**src/rtl/frame_pkg.sv**
```systemverilog
// Shared constants, types and FSM states for the serial frame collector.
package frame_pkg;

    localparam int unsigned FRAME_W = 15;
    localparam int unsigned LEN_W   = 4;

    typedef logic [FRAME_W-1:0] frame_t;
    typedef logic [LEN_W-1:0]   len_t;

    typedef enum logic [1:0] {
        COLLECT    = 2'd0,
        FULL       = 2'd1,
        FLUSH_WAIT = 2'd2
    } coll_state_t;

    localparam len_t FRAME_LEN = LEN_W'(FRAME_W);

endpackage

```
**src/rtl/frame_popcount.sv**
```systemverilog
// Combinational ones counter over one frame; used for the optional frame_ones output.
module frame_popcount
    import frame_pkg::*;
(
    input  logic [FRAME_W-1:0] frame,
    output logic [LEN_W-1:0]   ones
);

    always_comb begin
        ones = '0;
        for (int unsigned i = 0; i < FRAME_W; i++) begin
            ones = ones + LEN_W'(frame[i]);
        end
    end

endmodule

```
**src/rtl/serial_frame_collector.sv**
```systemverilog
// Packs a serial valid/ready bit stream into FRAME_W-bit frames with a registered output hold.
// Optional FRAME_ONES_COUNT_EN adds a registered ones count of each emitted frame.
module serial_frame_collector
    import frame_pkg::*;
(
    input  logic               clk,
    input  logic               rst,
    input  logic               bit_in,
    input  logic               bit_valid,
    output logic               bit_ready,
    input  logic               flush,
    output logic [FRAME_W-1:0] frame_out,
    output logic [LEN_W-1:0]   frame_len,
    output logic               frame_valid,
    input  logic               frame_ready,
`ifdef FRAME_ONES_COUNT_EN
    output logic [LEN_W-1:0]   frame_ones,
`endif
    output logic [LEN_W-1:0]   fill_cnt
);

    coll_state_t state, state_next;
    frame_t      shift_reg, shift_next;
    len_t        fill_next;
    frame_t      out_next;
    len_t        len_next;
    logic        valid_next;
    logic        ready_next;

    logic        hold_free;
    logic        accept;
    frame_t      acc_shift;
    len_t        acc_fill;
    logic        load;
    frame_t      load_data;
    len_t        load_len;

    // Next-state, shift register and hold register update.
    always_comb begin
        state_next = state;
        fill_next  = fill_cnt;
        shift_next = shift_reg;
        out_next   = frame_out;
        len_next   = frame_len;
        valid_next = frame_valid && !frame_ready;
        load       = 1'b0;
        load_data  = shift_reg;
        load_len   = fill_cnt;

        hold_free  = !frame_valid || frame_ready;
        accept     = bit_valid && bit_ready;
        acc_shift  = shift_reg | (FRAME_W'(bit_in && accept) << fill_cnt);
        acc_fill   = fill_cnt + LEN_W'(accept);

        case (state)
            COLLECT: begin
                shift_next = acc_shift;
                fill_next  = acc_fill;
                // A flush with nothing collected and no bit this cycle is a no-op.
                if ((accept && acc_fill == FRAME_LEN) || (flush && acc_fill != '0)) begin
                    if (hold_free) begin
                        load      = 1'b1;
                        load_data = acc_shift;
                        load_len  = acc_fill;
                    end else begin
                        state_next = (acc_fill == FRAME_LEN) ? FULL : FLUSH_WAIT;
                    end
                end
            end
            FULL, FLUSH_WAIT: begin
                if (hold_free) begin
                    load       = 1'b1;
                    state_next = COLLECT;
                end
            end
            default: state_next = COLLECT;
        endcase

        // Clearing the shift register on transfer keeps later partial frames zero-padded.
        if (load) begin
            out_next   = load_data;
            len_next   = load_len;
            valid_next = 1'b1;
            fill_next  = '0;
            shift_next = '0;
        end

        ready_next = (state_next == COLLECT);
    end

    always_ff @(posedge clk or posedge rst) begin
        if (rst) begin
            state       <= COLLECT;
            fill_cnt    <= '0;
            shift_reg   <= '0;
            frame_out   <= '0;
            frame_len   <= '0;
            frame_valid <= 1'b0;
            bit_ready   <= 1'b0;
        end else begin
            state       <= state_next;
            fill_cnt    <= fill_next;
            shift_reg   <= shift_next;
            frame_out   <= out_next;
            frame_len   <= len_next;
            frame_valid <= valid_next;
            bit_ready   <= ready_next;
        end
    end

`ifdef FRAME_ONES_COUNT_EN
    len_t ones_c;

    frame_popcount u_popcount (
        .frame (load_data),
        .ones  (ones_c)
    );

    always_ff @(posedge clk or posedge rst) begin
        if (rst) begin
            frame_ones <= '0;
        end else if (load) begin
            frame_ones <= ones_c;
        end
    end
`endif

endmodule

```
**config.mk**
```make
export PLATFORM = sky130hd
export DESIGN_NAME = serial_frame_collector
export DESIGN_NICKNAME = d
export VERILOG_FILES = /design/src/rtl/frame_pkg.sv /design/src/rtl/frame_popcount.sv /design/src/rtl/serial_frame_collector.sv
export SDC_FILE = /design/constraint.sdc
export NUM_CORES = 1
export LEC_CHECK = 0
export ABC_AREA = 1
export BUFFER_PORTS_ARGS = -buffer_cell sky130_fd_sc_hd__buf_2
export CORE_AREA = 3 3 66 68
export DETAILED_ROUTE_END_ITERATION = 10
export DIE_AREA = 0 0 69 71
export PLACE_DENSITY = 0.76
export RECOVER_POWER = 50
export SLEW_MARGIN = 20
export SYNTH_ARGS = -nofsm -noshare
export SYNTH_HDL_FRONTEND = slang
export SYNTH_SLANG_ARGS = --single-unit
```
**constraint.sdc**
```tcl
create_clock -name clk -period 2.55 [get_ports clk]
set_input_delay 0.51 -clock clk [delete_from_list [all_inputs] [get_ports clk]]
set_output_delay 0.51 -clock clk [all_outputs]
set_load 0.02 [all_outputs]
```
# Word level (Yosys, flattened, before mapping)
# Index checks and enable logic that the tools add are counted.
# totals
output_inout_bits,25
wordCells,46
inputBits,6
ff_bits,42
# classes
eq_ne,3
n_addsub,1
n_shift,1
bitwise,1
n_mux,19
reduce_logical,14
# ops
op,n
15-bit 2-to-1 mux,5
4-bit 2-to-1 mux,5
15-bit OR,1
1-bit by 4-bit << shifter with 15-bit output,1
2-bit 2-to-1 mux,4
1-bit logical AND,5
4-bit by 1-bit adder with 4-bit output,1
4-bit equality test (second input constant),1
2-bit logical NOT,2
2-bit case mux with 2 select lines,1
4-bit nonzero test,1
1-bit 2-to-1 mux,3
2-bit by 1-bit equality test with 1-bit output (second input constant),1
2-bit equality test (second input constant),1
1-bit logical NOT,2
1-bit logical OR,2
1-bit case mux with 2 select lines,1
2-bit nonzero test,1
2-bit OR reduction,1

# Longest topological paths before layout
# Gate-level depths: netlist of run 1.
# logic_depth
ltp_word,8
ltp_mapped,16
ltp_nobuf,16

# Worst setup path before layout of run 1
# No wires, ideal clock.
# synth_path
path_type,input port to flip-flop
startpoint,input bit_valid
endpoint,register fill_cnt[2]
path_buffers,1
path_slack_ns,0.315
required_ns,2.429
path_stages,12
setup_time_ns,0.121
arrival_ns,2.113
cell_sequence,nand2_1 > inv_1 > ha_1 > ha_1 > nand2_1 > nor2_2 > nand3_2 > nand2_4 > nand3_4 > a21oi_4 > buf_4 > a21oi_1
# synth_via
elab_chain_len,8
word_cells_on_any_way,12
cone_classes,add/sub (1); eq/ne (1); mux (4); reduce/logical (6)
# synth_rtl
element,line_no,rtl
start: declaration,serial_frame_collector.sv:9,"input logic bit_valid,"
1-bit logical AND (*),serial_frame_collector.sv:51,accept = bit_valid && bit_ready;
4-bit by 1-bit adder with 4-bit output,serial_frame_collector.sv:53,acc_fill = fill_cnt + LEN_W'(accept);
4-bit equality test or 4-bit nonzero test (tied branches),serial_frame_collector.sv:60,if ((accept && acc_fill == FRAME_LEN) || (flush && acc_fill != '0)) begin
1-bit logical AND,serial_frame_collector.sv:60,
1-bit logical OR,serial_frame_collector.sv:60,
1-bit 2-to-1 mux,serial_frame_collector.sv:60,
1-bit case mux with 2 select lines,serial_frame_collector.sv:55,case (state)
4-bit 2-to-1 mux or 2-bit nonzero test (tied branches),-,
end signal: assignment,serial_frame_collector.sv:102,fill_cnt <= fill_next;
end: declaration,serial_frame_collector.sv:19,output logic [LEN_W-1:0] fill_cnt
# Every way passes the cells marked *; elsewhere a longest branch is shown, timed or not. The select of a mux whose other input is x is not followed.
# A chain may end at the register's enable or synchronous reset.

# Final worst setup path of run 1
# layout_path
startpoint,register fill_cnt[0]
endpoint,register frame_out[7]
# layout_via
elab_chain_len,6
word_cells_on_any_way,13
cone_classes,add/sub (1); eq/ne (1); shift (1); mux (5); bitwise (1); reduce/logical (4)
# layout_rtl
element,line_no,rtl
4-bit by 1-bit adder with 4-bit output,serial_frame_collector.sv:53,
4-bit equality test or 4-bit nonzero test (tied branches),serial_frame_collector.sv:60,
1-bit logical AND,serial_frame_collector.sv:60,
1-bit logical OR,serial_frame_collector.sv:60,
1-bit 2-to-1 mux or 15-bit 2-to-1 mux (tied branches),serial_frame_collector.sv:60,
1-bit case mux with 2 select lines or 15-bit 2-to-1 mux (tied branches),serial_frame_collector.sv:55,
end signal: assignment,serial_frame_collector.sv:104,frame_out <= out_next;
end: declaration,serial_frame_collector.sv:12,"output logic [FRAME_W-1:0] frame_out,"
# Parallel ways exist; a longest one is shown, timed or not.

==> qor_table.md, run 1 <==
| Metric | Reported | Unit |
|:---|:---|:---|
| Cell repeated most along the worst path | sky130_fd_sc_hd__nand2_1 | - |
| Top post-synthesis cells by area | sky130_fd_sc_hd__dfrtp_1 (49%), sky130_fd_sc_hd__nand2_1 (17%), sky130_fd_sc_hd__inv_1 (7.6%), sky130_fd_sc_hd__a21oi_1 (4.7%), sky130_fd_sc_hd__o21ai_0 (4.0%) | - |
| Worst-case clock skew | 5.633 | ps |
| Cell types with the highest counts after synthesis | sky130_fd_sc_hd__nand2_1 (97), sky130_fd_sc_hd__inv_1 (43), sky130_fd_sc_hd__dfrtp_1 (42), sky130_fd_sc_hd__a21oi_1 (20), sky130_fd_sc_hd__nor2_1 (20) | - |
| Run status | completed | - |
| Die area | 4899 | um^2 |
| Final RePlAce weighted congestion | 0.8578 | - |
| Clock Tree Root | sky130_fd_sc_hd__clkbuf_8 | - |
| Post-Synthesis Cell Area | 2127 | um^2 |
| Post-route design area | 2435 | um^2 |
| Count of distinct cell types in the synthesized netlist | 26 | - |
| Switching power summed over all nets | 0.001080 | W |
| CP peak stage delay | 460 | ps |
| Category of cells accounting for the largest share of critical-path delay | simple AND/OR/NAND/NOR gates | - |
| Core Footprint | 3914 | um^2 |
| Fraction of synthesis flops using an asynchronous set or reset pin | 100.0 | % |
| Number of nets with antenna violations after routing | 0 | - |
| Worst-path cell chain | ha_1 > ha_1 > nand2_1 > nor2_2 > nand3_2 > nand2_4 > nand3_4 > a21oi_4 > buf_12 > nand2_1 > nand2_1 | - |
| Number of synthesized flops with an enable pin | 0 | - |
| Setup repair after global routing missed its margin | no | - |
| Max FO, Critical Path | 33 | - |
| Combined area of the multi-input logic cells | 855.8 | um^2 |
| Layout overhead on the synthesized area | 14.47 | % |
| Estimated wirelength of the detail-placed design | 3084 | um |
| Cells resized by post-CTS repair | 0 | - |
| Post-detailed-placement cell area | 2342 | um^2 |
| Power share of the sequential group | 33.4 | % |
| Number of sinks handled by clock tree synthesis | 42 | - |
| Cell with the most instances after synthesis | sky130_fd_sc_hd__nand2_1 | - |
| Mean cell area of the mapped netlist | 7.679 | um^2 |
| Grt ovf | 0 | - |
| CP Capture Type | register | - |
| Max H-tree Level | 2 | - |
| Synth Warn # | 0 | - |
| Library cell with the largest summed area after synthesis | sky130_fd_sc_hd__dfrtp_1 | - |
| Number of max-slew violations in the final report | 0 | - |
| Num CTS Buffers | 5 | - |
| Number of detailed-routing iterations run before antenna repair | 4 | - |
| Violation count after the first detailed-route iteration | 104 | - |
| Antenna diode instance count | 0 | - |
| Largest net degree at the start of global routing | 43 | - |
| Critical path's slowest cell | sky130_fd_sc_hd__dfrtp_1 | - |
| Horizontal die dimension | 69 | um |
| Die height | 71 | um |
| CTS Buffer Depth | 2 | - |
| Post-synthesis sequential area ratio | 49.41 | % |
| Routed len/inst | 11.74 | um |
| Clk Latency, worst-skew pair | 300 | ps |
| Post-Route Setup TNS | 0 | ps |
| Vias in the first global route | 1781 | - |
| Routed via count | 1785 | - |
| Number of buffers and inverters on the critical path | 1 | - |
| Worst slew margin relative to its limit | 31.25 | % |
| Cell count after synthesis | 277 | - |
| Total setup violations reported at the end of the flow | 0 | - |
| Total global-route track usage | 18.95 | % |
| Maximum clock frequency | 0.4378 | GHz |
| Count of port buffers added during placement | 30 | - |
| Area share of the largest cell type after synthesis | 49.41 | % |
| Wire length of the first global-routing pass | 7493 | um |
| Final hold violation count | 0 | - |
| FF-to-FF path depth | 11 | - |
| Footprint of the flip-flops and latches | 1051 | um^2 |
| FF+latch count, synth | 42 | - |
| Data arrival time of the critical path | 2520 | ps |
| Layout cell share with drive strength beyond 1 | 13.10 | % |
| Hold buffer count at cts | 0 | - |
| Vias per cell | 4.917 | - |
| # fillers | 386 | - |
| Total power consumption of the routed design | 0.002500 | W |
| Share of total power in the clock network | 20.8 | % |
| Sum of routed wire length over all layers | 4262 | um |
| Antenna violations before repair | 0 | - |
| Internal | 0.001419 | W |
| Register clock-pin slew on the reported worst setup and hold paths | 80 | ps |
| Power per cell area | 1027 | nW/um^2 |
| Net count after synthesis | 287 | - |
| Worst vdd rail ir drop | 851.7 | uV |
| DRC | 0 | - |
| Minimum setup slack among reg-to-reg paths | 270 | ps |
| Data required, critical path | 2790 | ps |
| Maxcap violations | 0 | - |
| Switching part of the total | 43.21 | % |
| Floorplan row count | 23 | - |
| Critical path launch point type | register | - |
| Hold Path Class | register to register | - |
| Crit Path Class | register to register | - |
| Number of nets in the final layout | 322 | - |
| Cell leakage power | 1.233 | nW |
| Tmin final | 2284 | ps |
| CTS tree | built | - |
| WP depth | 11 | - |
| Most instantiated flip-flop cell in the synthesis netlist | sky130_fd_sc_hd__dfrtp_1 | - |
| Post-CTS Setup Inserts | 0 | - |
| Final critical-path share of the clock period | 89.58 | % |
| Combinational fraction of design power | 45.8 | % |
| IO Count | 31 | - |
| Initial Utilization | 54.35 | % |
| Hold path cells | 2 | - |
| Slew of the pin with the lowest slew margin | 1031 | ps |
[metal layers]
metal	vias to the layer above	track usage (%)	wire, um
met5	-	0	0
met4	0	9.111	87
met3	7	2.983	163
met2	39	33.47	2112
met1	814	22.57	1898
li1	925	-	-
[cells by family (layout without fill, tap and decap cells)]
group | count (synthesis) | after routing | share of synthesized area (%)
AND/OR/NAND/NOR | 136 | 136 | 26.53
buffers and inverters | 52 | 88 | 10.35
AO/OA/AOI/OAI | 43 | 43 | 11.35
flip-flops | 42 | 42 | 49.41
adder cells (fa/ha/maj) | 4 | 4 | 2.353
[through the flow]
step | hold slack [ps] | utilization, % | instances | setup slack, ps
2_1_floorplan | 464.9 | - | 277 | 315.4
3_3_place_gp | 456.5 | 59.85 | 355 | 133.9
3_5_place_dp | 459.9 | 59.85 | 355 | 37.85
4_1_cts | 347.6 | 62.66 | 363 | 267.2
5_1_grt | 500.9 | 62.21 | 363 | 82.67
6_report | 479.3 | 62.21 | 363 | 265.8
[power by group through the flow]
stage / Clock, W / Combinational (W) / Sequential (W)
after CTS: 0.000533 / 0.00116 / 0.000832
after detailed placement: 0 / 0.00116 / 0.000845
after global routing: 0.000558 / 0.00127 / 0.000849
after global placement: 0 / 0.00115 / 0.000844
final: 0.000521 / 0.00114 / 0.000834
after floorplan: 0 / 0.000825 / 0.000893
[worst min-delay path, stage by stage (launching register included)]
cell and delay, ps:
sky130_fd_sc_hd__dfrtp_1 350, sky130_fd_sc_hd__nand2_1 50, sky130_fd_sc_hd__nand2_1 50
[path summary, 6_finish.rpt]
check / startpoint / to
min in group asynchronous: rst / frame_len[3]
setup reg to reg: fill_cnt[0] / frame_out[7]
max in group asynchronous: rst / frame_out[5]
hold reg to reg: frame_out[13] / frame_out[13]
setup / recovery: fill_cnt[0] / frame_out[7]
hold / removal: frame_out[13] / frame_out[13]
[cell usage in the layout (no fill, tap or decap), types with 5 or more instances in the layout]
cell and instances:
sky130_fd_sc_hd__a21oi_1 20, sky130_fd_sc_hd__buf_2 18, sky130_fd_sc_hd__clkbuf_1 13, sky130_fd_sc_hd__clkbuf_8 5
sky130_fd_sc_hd__dfrtp_1 42, sky130_fd_sc_hd__inv_1 43, sky130_fd_sc_hd__nand2_1 97, sky130_fd_sc_hd__nand3_1 11
sky130_fd_sc_hd__nor2_1 20, sky130_fd_sc_hd__o21ai_0 17
[area by class of cell]
class                   count  share of cell area (%)
well taps                  50                   2.569
multi-input cells         183                   35.15
repair buffers             36                   7.811
flip-flops and latches     42                   43.17
clock buffers               6                   2.980
clock inverters             2                   1.542
inverters                  44                   6.783
No activity file was read; power rests on OpenSTA's default activity.
==> run 2, diff against run 1 <==
--- a/config.mk
+++ b/config.mk
@@ -5,12 +5,11 @@
 export SDC_FILE = /design/constraint.sdc
 export NUM_CORES = 1
 export LEC_CHECK = 0
-export ABC_AREA = 1
 export BUFFER_PORTS_ARGS = -buffer_cell sky130_fd_sc_hd__buf_2
-export CORE_AREA = 3 3 66 68
+export CORE_AREA = 3 3 67 69
 export DETAILED_ROUTE_END_ITERATION = 10
-export DIE_AREA = 0 0 69 71
-export PLACE_DENSITY = 0.76
+export DIE_AREA = 0 0 70 72
+export PLACE_DENSITY = 0.74
 export RECOVER_POWER = 50
 export SLEW_MARGIN = 20
 export SYNTH_ARGS = -nofsm -noshare
==> run 2 against run 1 <==
Effect of this change: via count shrank 5.2%; first-iteration DRC count increased by 57%; sequential power grew 7.7%; power rose by 4.4%; critical path type unchanged; synthesized area up 1.4%; global-route usage up 0.37 points; register-to-register slack worse by 70 ps; non-clock buffer count rose by 9; critical path depth down 2; cell count shrank 16%; highest routed layer unchanged.
==> qor_table.md, run 2 <==
| Metric | Reported | Unit |
|:---|:---|:---|
| Num CTS Buffers | 5 | - |
| CTS Buffer Depth | 2 | - |
| Net count after synthesis | 226 | - |
| Maxcap violations | 0 | - |
| Number of max-slew violations in the final report | 0 | - |
| Share of total power in the clock network | 17.2 | % |
| CTS tree | built | - |
| Run status | completed | - |
| Critical path launch point type | register | - |
| Number of nets with antenna violations after routing | 0 | - |
| Cell types with the highest counts after synthesis | sky130_fd_sc_hd__dfrtp_1 (42), sky130_fd_sc_hd__nor2_1 (25), sky130_fd_sc_hd__mux2i_1 (20), sky130_fd_sc_hd__inv_1 (19), sky130_fd_sc_hd__a21oi_1 (18) | - |
| Total global-route track usage | 19.32 | % |
| Vias in the first global route | 1623 | - |
| Worst-case clock skew | 5.620 | ps |
| CP Capture Type | register | - |
| Clock Tree Root | sky130_fd_sc_hd__clkbuf_8 | - |
| Die area | 5040 | um^2 |
| Critical path's slowest cell | sky130_fd_sc_hd__dfrtp_1 | - |
| Post-synthesis sequential area ratio | 48.75 | % |
| Mean cell area of the mapped netlist | 9.981 | um^2 |
| Category of cells accounting for the largest share of critical-path delay | compound AO/OA/AOI/OAI gates | - |
| Max FO, Critical Path | 15 | - |
| Die height | 72 | um |
| Number of buffers and inverters on the critical path | 1 | - |
| Antenna diode instance count | 0 | - |
| Count of port buffers added during placement | 30 | - |
| Sum of routed wire length over all layers | 4578 | um |
| IO Count | 31 | - |
| FF+latch count, synth | 42 | - |
| Vias per cell | 5.529 | - |
| Wire length of the first global-routing pass | 7665 | um |
| Data required, critical path | 2770 | ps |
| Switching part of the total | 40.34 | % |
| Top library cells by usage in the layout, fill and taps aside | sky130_fd_sc_hd__dfrtp_1 (42), sky130_fd_sc_hd__nor2_1 (25), sky130_fd_sc_hd__mux2i_1 (20) | - |
| Worst vdd rail ir drop | 529.4 | uV |
| Maximum clock frequency | 0.4256 | GHz |
| Cell count after synthesis | 216 | - |
| DRC | 0 | - |
| Top post-synthesis cells by area | sky130_fd_sc_hd__dfrtp_1 (49%), sky130_fd_sc_hd__mux2i_1 (9.3%), sky130_fd_sc_hd__a31oi_1 (4.4%), sky130_fd_sc_hd__nor2_1 (4.4%), sky130_fd_sc_hd__a21oi_1 (4.2%) | - |
| Cell leakage power | 1.200 | nW |
| Largest net degree at the start of global routing | 43 | - |
| Register clock-pin slew on the reported worst setup and hold paths | 80 | ps |
| Number of synthesized flops with an enable pin | 0 | - |
| Violation count after the first detailed-route iteration | 163 | - |
| Final hold violation count | 0 | - |
| Cell with the most instances after synthesis | sky130_fd_sc_hd__dfrtp_1 | - |
| Hold Path Class | register to register | - |
| Count of distinct cell types in the synthesized netlist | 43 | - |
| Worst-path cell chain | and2_1 > ha_1 > ha_1 > xor2_1 > a41o_2 > o211ai_4 > a21boi_4 > buf_12 > mux2i_1 | - |
| Placed Instances | 298 | - |
| Number of detailed-routing iterations run before antenna repair | 5 | - |
| Most frequent standard cell in the layout excluding fill and tap cells | sky130_fd_sc_hd__dfrtp_1 | - |
| Antenna violations before repair | 0 | - |
| Layout overhead on the synthesized area | 17.35 | % |
| Tmin final | 2349 | ps |
| Clk Latency, worst-skew pair | 300 | ps |
| Number of sinks handled by clock tree synthesis | 42 | - |
| Horizontal die dimension | 70 | um |
| Power share of the sequential group | 34.4 | % |
| Data arrival time of the critical path | 2570 | ps |
| Cells resized by post-CTS repair | 0 | - |
| Area share of the largest cell type after synthesis | 48.75 | % |
| Combinational fraction of design power | 48.4 | % |
| Core Footprint | 3971 | um^2 |
| Post-CTS Setup Inserts | 0 | - |
| Crit Path Class | register to register | - |
| Setup repair after global routing missed its margin | no | - |
| CP peak stage delay | 380 | ps |
| Synth Warn # | 0 | - |
| Final RePlAce weighted congestion | 0.8381 | - |
| Worst slew margin relative to its limit | 31.43 | % |
| Estimated wirelength of the detail-placed design | 3222 | um |
| Number of nets in the final layout | 265 | - |
| Final critical-path share of the clock period | 92.14 | % |
| Fraction of synthesis flops using an asynchronous set or reset pin | 100.0 | % |
| Cell repeated most along the worst path | sky130_fd_sc_hd__ha_1 | - |
| Floorplan row count | 23 | - |
| Total setup violations reported at the end of the flow | 0 | - |
| Layout cell share with drive strength beyond 1 | 17.97 | % |
| Internal | 0.001557 | W |
| Power per cell area | 1031 | nW/um^2 |
| Library cell with the largest summed area after synthesis | sky130_fd_sc_hd__dfrtp_1 | - |
| Most instantiated flip-flop cell in the synthesis netlist | sky130_fd_sc_hd__dfrtp_1 | - |
| Post-Synthesis Cell Area | 2156 | um^2 |
| Slew of the pin with the lowest slew margin | 1029 | ps |
| Number of cells in the finished layout apart from fillers | 306 | - |
| Grt ovf | 0 | - |
| Routed len/inst | 14.96 | um |
| Initial Utilization | 54.28 | % |
| Routed via count | 1692 | - |
| Post-Route Setup TNS | 0 | ps |
| Hold buffer count at cts | 0 | - |
| Switching power summed over all nets | 0.001053 | W |
| Max H-tree Level | 2 | - |
-- run 2: changes by cell type in the layout (fill, tap and decap cells not counted), sizes merged, moves of 6 or more --
cell,change
o21ai,-15
nand2,-94
nand3,-9
a31oi,+15
nand2b,+6
buf,+9
inv,-25
mux2i,+20
-- run 2: power groups by stage --
stage                     logic (W)  clock network [W]  registers, W
final                       0.00126           0.000448      0.000898
after global routing        0.00139           0.000491      0.000916
after CTS                   0.00128           0.000462      0.000898
after detailed placement    0.00127                  0      0.000909
after global placement      0.00125                  0      0.000905
after floorplan            0.000743                  0       0.00102
-- run 2: routing by layer --
metal,wire length [um],global-route usage [%],vias up
li1,-,-,836
met1,1970,25.41,798
met2,2221,31.90,51
met3,315,4.432,7
met4,71,6.383,0
met5,0,0,-
-- run 2: kinds of logic after synthesis --
group	count (synthesis)	synth area share, %
AO/OA/AOI/OAI	51	16.31
multiplexers	20	9.286
buffers and inverters	32	6.732
AND/OR/NAND/NOR	63	14.63
adder cells (fa/ha/maj)	4	2.322
XOR/XNOR	4	1.974
flip-flops	42	48.75
-- run 2: layout make-up --
cell class	instances	area (um^2)
fill	339	1441
sequential	42	1051
multi-input combinational	142	967.2
timing repair buffer	45	282.8
clock buffer	6	82.58
inverter	19	71.32
tap	50	62.56
clock inverter	2	12.51
-- run 2: worst min-delay path, delay by kind of cell (launching register included) --
family	cells	cell delay, ps
flops	1	350
simple gates	1	70
compound gates	1	40
-- run 2: metrics by stage --
stage / power, W / worst slack [ps] / hold WS, ps / instance area [um^2] / util, %
after floorplan: 0.001763 / 54.29 / 463.0 / 2156 / -
after global placement: 0.002159 / 30.89 / 476.0 / 2452 / 61.75
after detailed placement: 0.002183 / -48.20 / 483.3 / 2452 / 61.75
after CTS: 0.002640 / 193.8 / 352.9 / 2547 / 64.15
after global routing: 0.002793 / 37.44 / 526.2 / 2530 / 63.71
final: 0.002610 / 200.6 / 499.8 / 2530 / 63.71
-- run 2: path summary, 6_finish.rpt --
path / from / endpoint / slack [ps] / depth (start not counted)
worst max register to register: bit_ready / frame_out[10] / 200 / 9
min in group asynchronous: rst / frame_out[6] / 520 / 3
worst min-delay path: shift_reg[3] / shift_reg[3] / 500 / 2
worst max-delay path: bit_ready / frame_out[10] / 200 / 9
worst min register to register: shift_reg[3] / shift_reg[3] / 500 / 2
max in group asynchronous: rst / fill_cnt[2] / 1390 / 3
==> run 3, diff against run 2 <==
--- a/config.mk
+++ b/config.mk
@@ -6,10 +6,10 @@
 export NUM_CORES = 1
 export LEC_CHECK = 0
 export BUFFER_PORTS_ARGS = -buffer_cell sky130_fd_sc_hd__buf_2
-export CORE_AREA = 3 3 67 69
+export CORE_AREA = 3 3 89 91
 export DETAILED_ROUTE_END_ITERATION = 10
-export DIE_AREA = 0 0 70 72
-export PLACE_DENSITY = 0.74
+export DIE_AREA = 0 0 92 94
+export PLACE_DENSITY = 0.46
 export RECOVER_POWER = 50
 export SLEW_MARGIN = 20
 export SYNTH_ARGS = -nofsm -noshare
==> constraint.sdc (replaced) <==
create_clock -name clk -period 2.7 [get_ports clk]
set_input_delay 0.54 -clock clk [delete_from_list [all_inputs] [get_ports clk]]
set_output_delay 0.54 -clock clk [all_outputs]
set_load 0.02 [all_outputs]
==> run 3 against run 2 <==
Effect of this change: first-iteration DRC count decreased by 48%; maximum frequency decreased by 2.2%; sequential share of layout area decreased by 0.67 points; register-to-register slack improved by 96 ps; wire length increased by 15%; cell area increased by 1.6%; critical path type unchanged; critical endpoint is now frame_out[12]; highest routed layer unchanged.
==> qor_table.md, run 3 (synthesis results as in run 2) <==
| Metric | Reported | Unit |
|:---|:---|:---|
| Data arrival time of the critical path | 2630 | ps |
| Category of cells accounting for the largest share of critical-path delay | compound AO/OA/AOI/OAI gates | - |
| Grt ovf | 0 | - |
| CP peak stage delay | 410 | ps |
| Power per cell area | 967.6 | nW/um^2 |
| Run status | completed | - |
| Vias in the first global route | 1644 | - |
| Post-CTS Setup Inserts | 0 | - |
| Layout overhead on the synthesized area | 19.27 | % |
| Floorplan row count | 31 | - |
| Cell leakage power | 1.188 | nW |
| Grt met3 use | 3.045 | % |
| Max FO, Critical Path | 13 | - |
| Met2 global-route usage | 19.59 | % |
| Violation count after the first detailed-route iteration | 85 | - |
| Final critical-path share of the clock period | 89.00 | % |
| Number of sinks handled by clock tree synthesis | 42 | - |
| Post-placement setup slack | 17.78 | ps |
| Number of buffers and inverters on the critical path | 1 | - |
| Data required, critical path | 2920 | ps |
| Estimated wirelength of the detail-placed design | 3727 | um |
| Worst slew margin relative to its limit | 46.83 | % |
| Slew of the pin with the lowest slew margin | 792.7 | ps |
| WP depth | 9 | - |
| R2r startpoint | bit_ready | - |
| Maxcap violations | 0 | - |
| Die area | 8648 | um^2 |
| Maximum clock frequency | 0.4161 | GHz |
| Clock Tree Root | sky130_fd_sc_hd__clkbuf_8 | - |
| Hold Path Class | input port to asynchronous set/reset pin | - |
| Vias per cell | 4.799 | - |
| Count of port buffers added during placement | 30 | - |
| Worst-path cell chain | and2_1 > ha_1 > ha_1 > xor2_1 > a41o_2 > o211ai_4 > a21boi_4 > buf_4 > mux2i_1 | - |
| Routed via count | 1699 | - |
| Number of detailed-routing iterations run before antenna repair | 4 | - |
| # fillers | 775 | - |
| Final hold violation count | 0 | - |
| Antenna violations before repair | 0 | - |
| Most frequent standard cell in the layout excluding fill and tap cells | sky130_fd_sc_hd__dfrtp_1 | - |
| Setup repair after global routing missed its margin | no | - |
| Number of max-slew violations in the final report | 0 | - |
| Max H-tree Level | 2 | - |
| Wire length of the first global-routing pass | 8652 | um |
| Die height | 94 | um |
| Layout cell share with drive strength beyond 1 | 16.86 | % |
| Initial Utilization | 29.88 | % |
| Minimum setup slack among reg-to-reg paths | 300 | ps |
| Busiest grt layer | met2 | - |
| Sum of routed wire length over all layers | 5269 | um |
| Crit Path Class | register to register | - |
| Clk Latency, worst-skew pair | 300 | ps |
| Critical path's slowest cell | sky130_fd_sc_hd__dfrtp_1 | - |
| CTS tree | built | - |
| Cell repeated most along the worst path | sky130_fd_sc_hd__ha_1 | - |
| Worst-case clock skew | 4.797 | ps |
| Routed len/inst | 14.88 | um |
| Post-Route Setup TNS | 0 | ps |
| Destination of the worst register-to-register timing path | frame_out[12] | - |
| Core Footprint | 7214 | um^2 |
| Capture point of the critical path | frame_out[12] | - |
| CTS Buffer Depth | 2 | - |
| Top library cells by usage in the layout, fill and taps aside | sky130_fd_sc_hd__dfrtp_1 (42), sky130_fd_sc_hd__nor2_1 (25), sky130_fd_sc_hd__mux2i_1 (20) | - |
| FF-to-FF path depth | 9 | - |
| Hold buffer count at cts | 0 | - |
| Horizontal die dimension | 92 | um |
| Num CTS Buffers | 5 | - |
| Critical path launch point type | register | - |
| Number of nets with antenna violations after routing | 0 | - |
| Crit path setup slack, layout | 296.9 | ps |
| IO Count | 31 | - |
| DRC | 0 | - |
| Register clock-pin slew on the reported worst setup and hold paths | 90 | ps |
| Total power consumption of the routed design | 0.002488 | W |
| Total setup violations reported at the end of the flow | 0 | - |
| CP Capture Type | register | - |
| Utilization after layout | 35.64 | % |
| Total global-route track usage | 13.09 | % |
| Worst vdd rail ir drop | 346.2 | uV |
| Final RePlAce weighted congestion | 0.7277 | - |
| Number of nets in the final layout | 264 | - |
| Cells resized by post-CTS repair | 0 | - |
| Critical path launch point | bit_ready | - |
| Tmin final | 2403 | ps |
| Antenna diode instance count | 0 | - |
| Met1 Usage GRT | 18.86 | % |
| Largest net degree at the start of global routing | 23 | - |
run 3: final cells by class:
type	instances	area (um^2)	area share (%)
Tap cell	99	123.9	4.818
Multi-Input combinational cell	142	967.2	37.62
Inverter	19	71.32	2.774
Clock buffer	5	68.82	2.676
Timing Repair Buffer	44	245.2	9.538
Clock inverter	3	43.79	1.703
Sequential cell	42	1051	40.88
run 3: layer usage:
| layer | wire length [um] | part of all wire, % |
|---|---|---|
| met2 | 2308 | 44 |
| met3 | 209 | 4.0 |
| met4 | 56 | 1.1 |
| met1 | 2695 | 51 |
| met5 | 0 | 0 |
run 3: report_power, final:
part           switching, W  internal, W  leakage, nW  total [W]
registers          0.000103     0.000758        0.564   0.000861
clock network      0.000230     0.000277       0.0585   0.000508
logic              0.000674     0.000445        0.565    0.00112
total               0.00101      0.00148         1.19    0.00249
run 3: worst min-delay path by stage:
stage                     cells past startpoint             to  slack, ps         start
after CTS                                     2  frame_out[11]        300           rst
final                                         2   frame_out[2]        280           rst
after detailed placement                      2   shift_reg[0]        480  shift_reg[0]
after floorplan                               2   shift_reg[0]        460  shift_reg[0]
after global routing                          2  frame_out[11]        340           rst
after global placement                        2   shift_reg[4]        480  shift_reg[4]
run 3: metrics by stage:
stage | hold slack (ps) | instance area, um^2 | std cells
global route | 338.9 | 2571 | 354
detailed placement | 484.0 | 2481 | 346
floorplan | 463.0 | 2156 | 216
finish | 283.6 | 2571 | 354
global placement | 476.8 | 2481 | 346
CTS | 304.7 | 2594 | 354
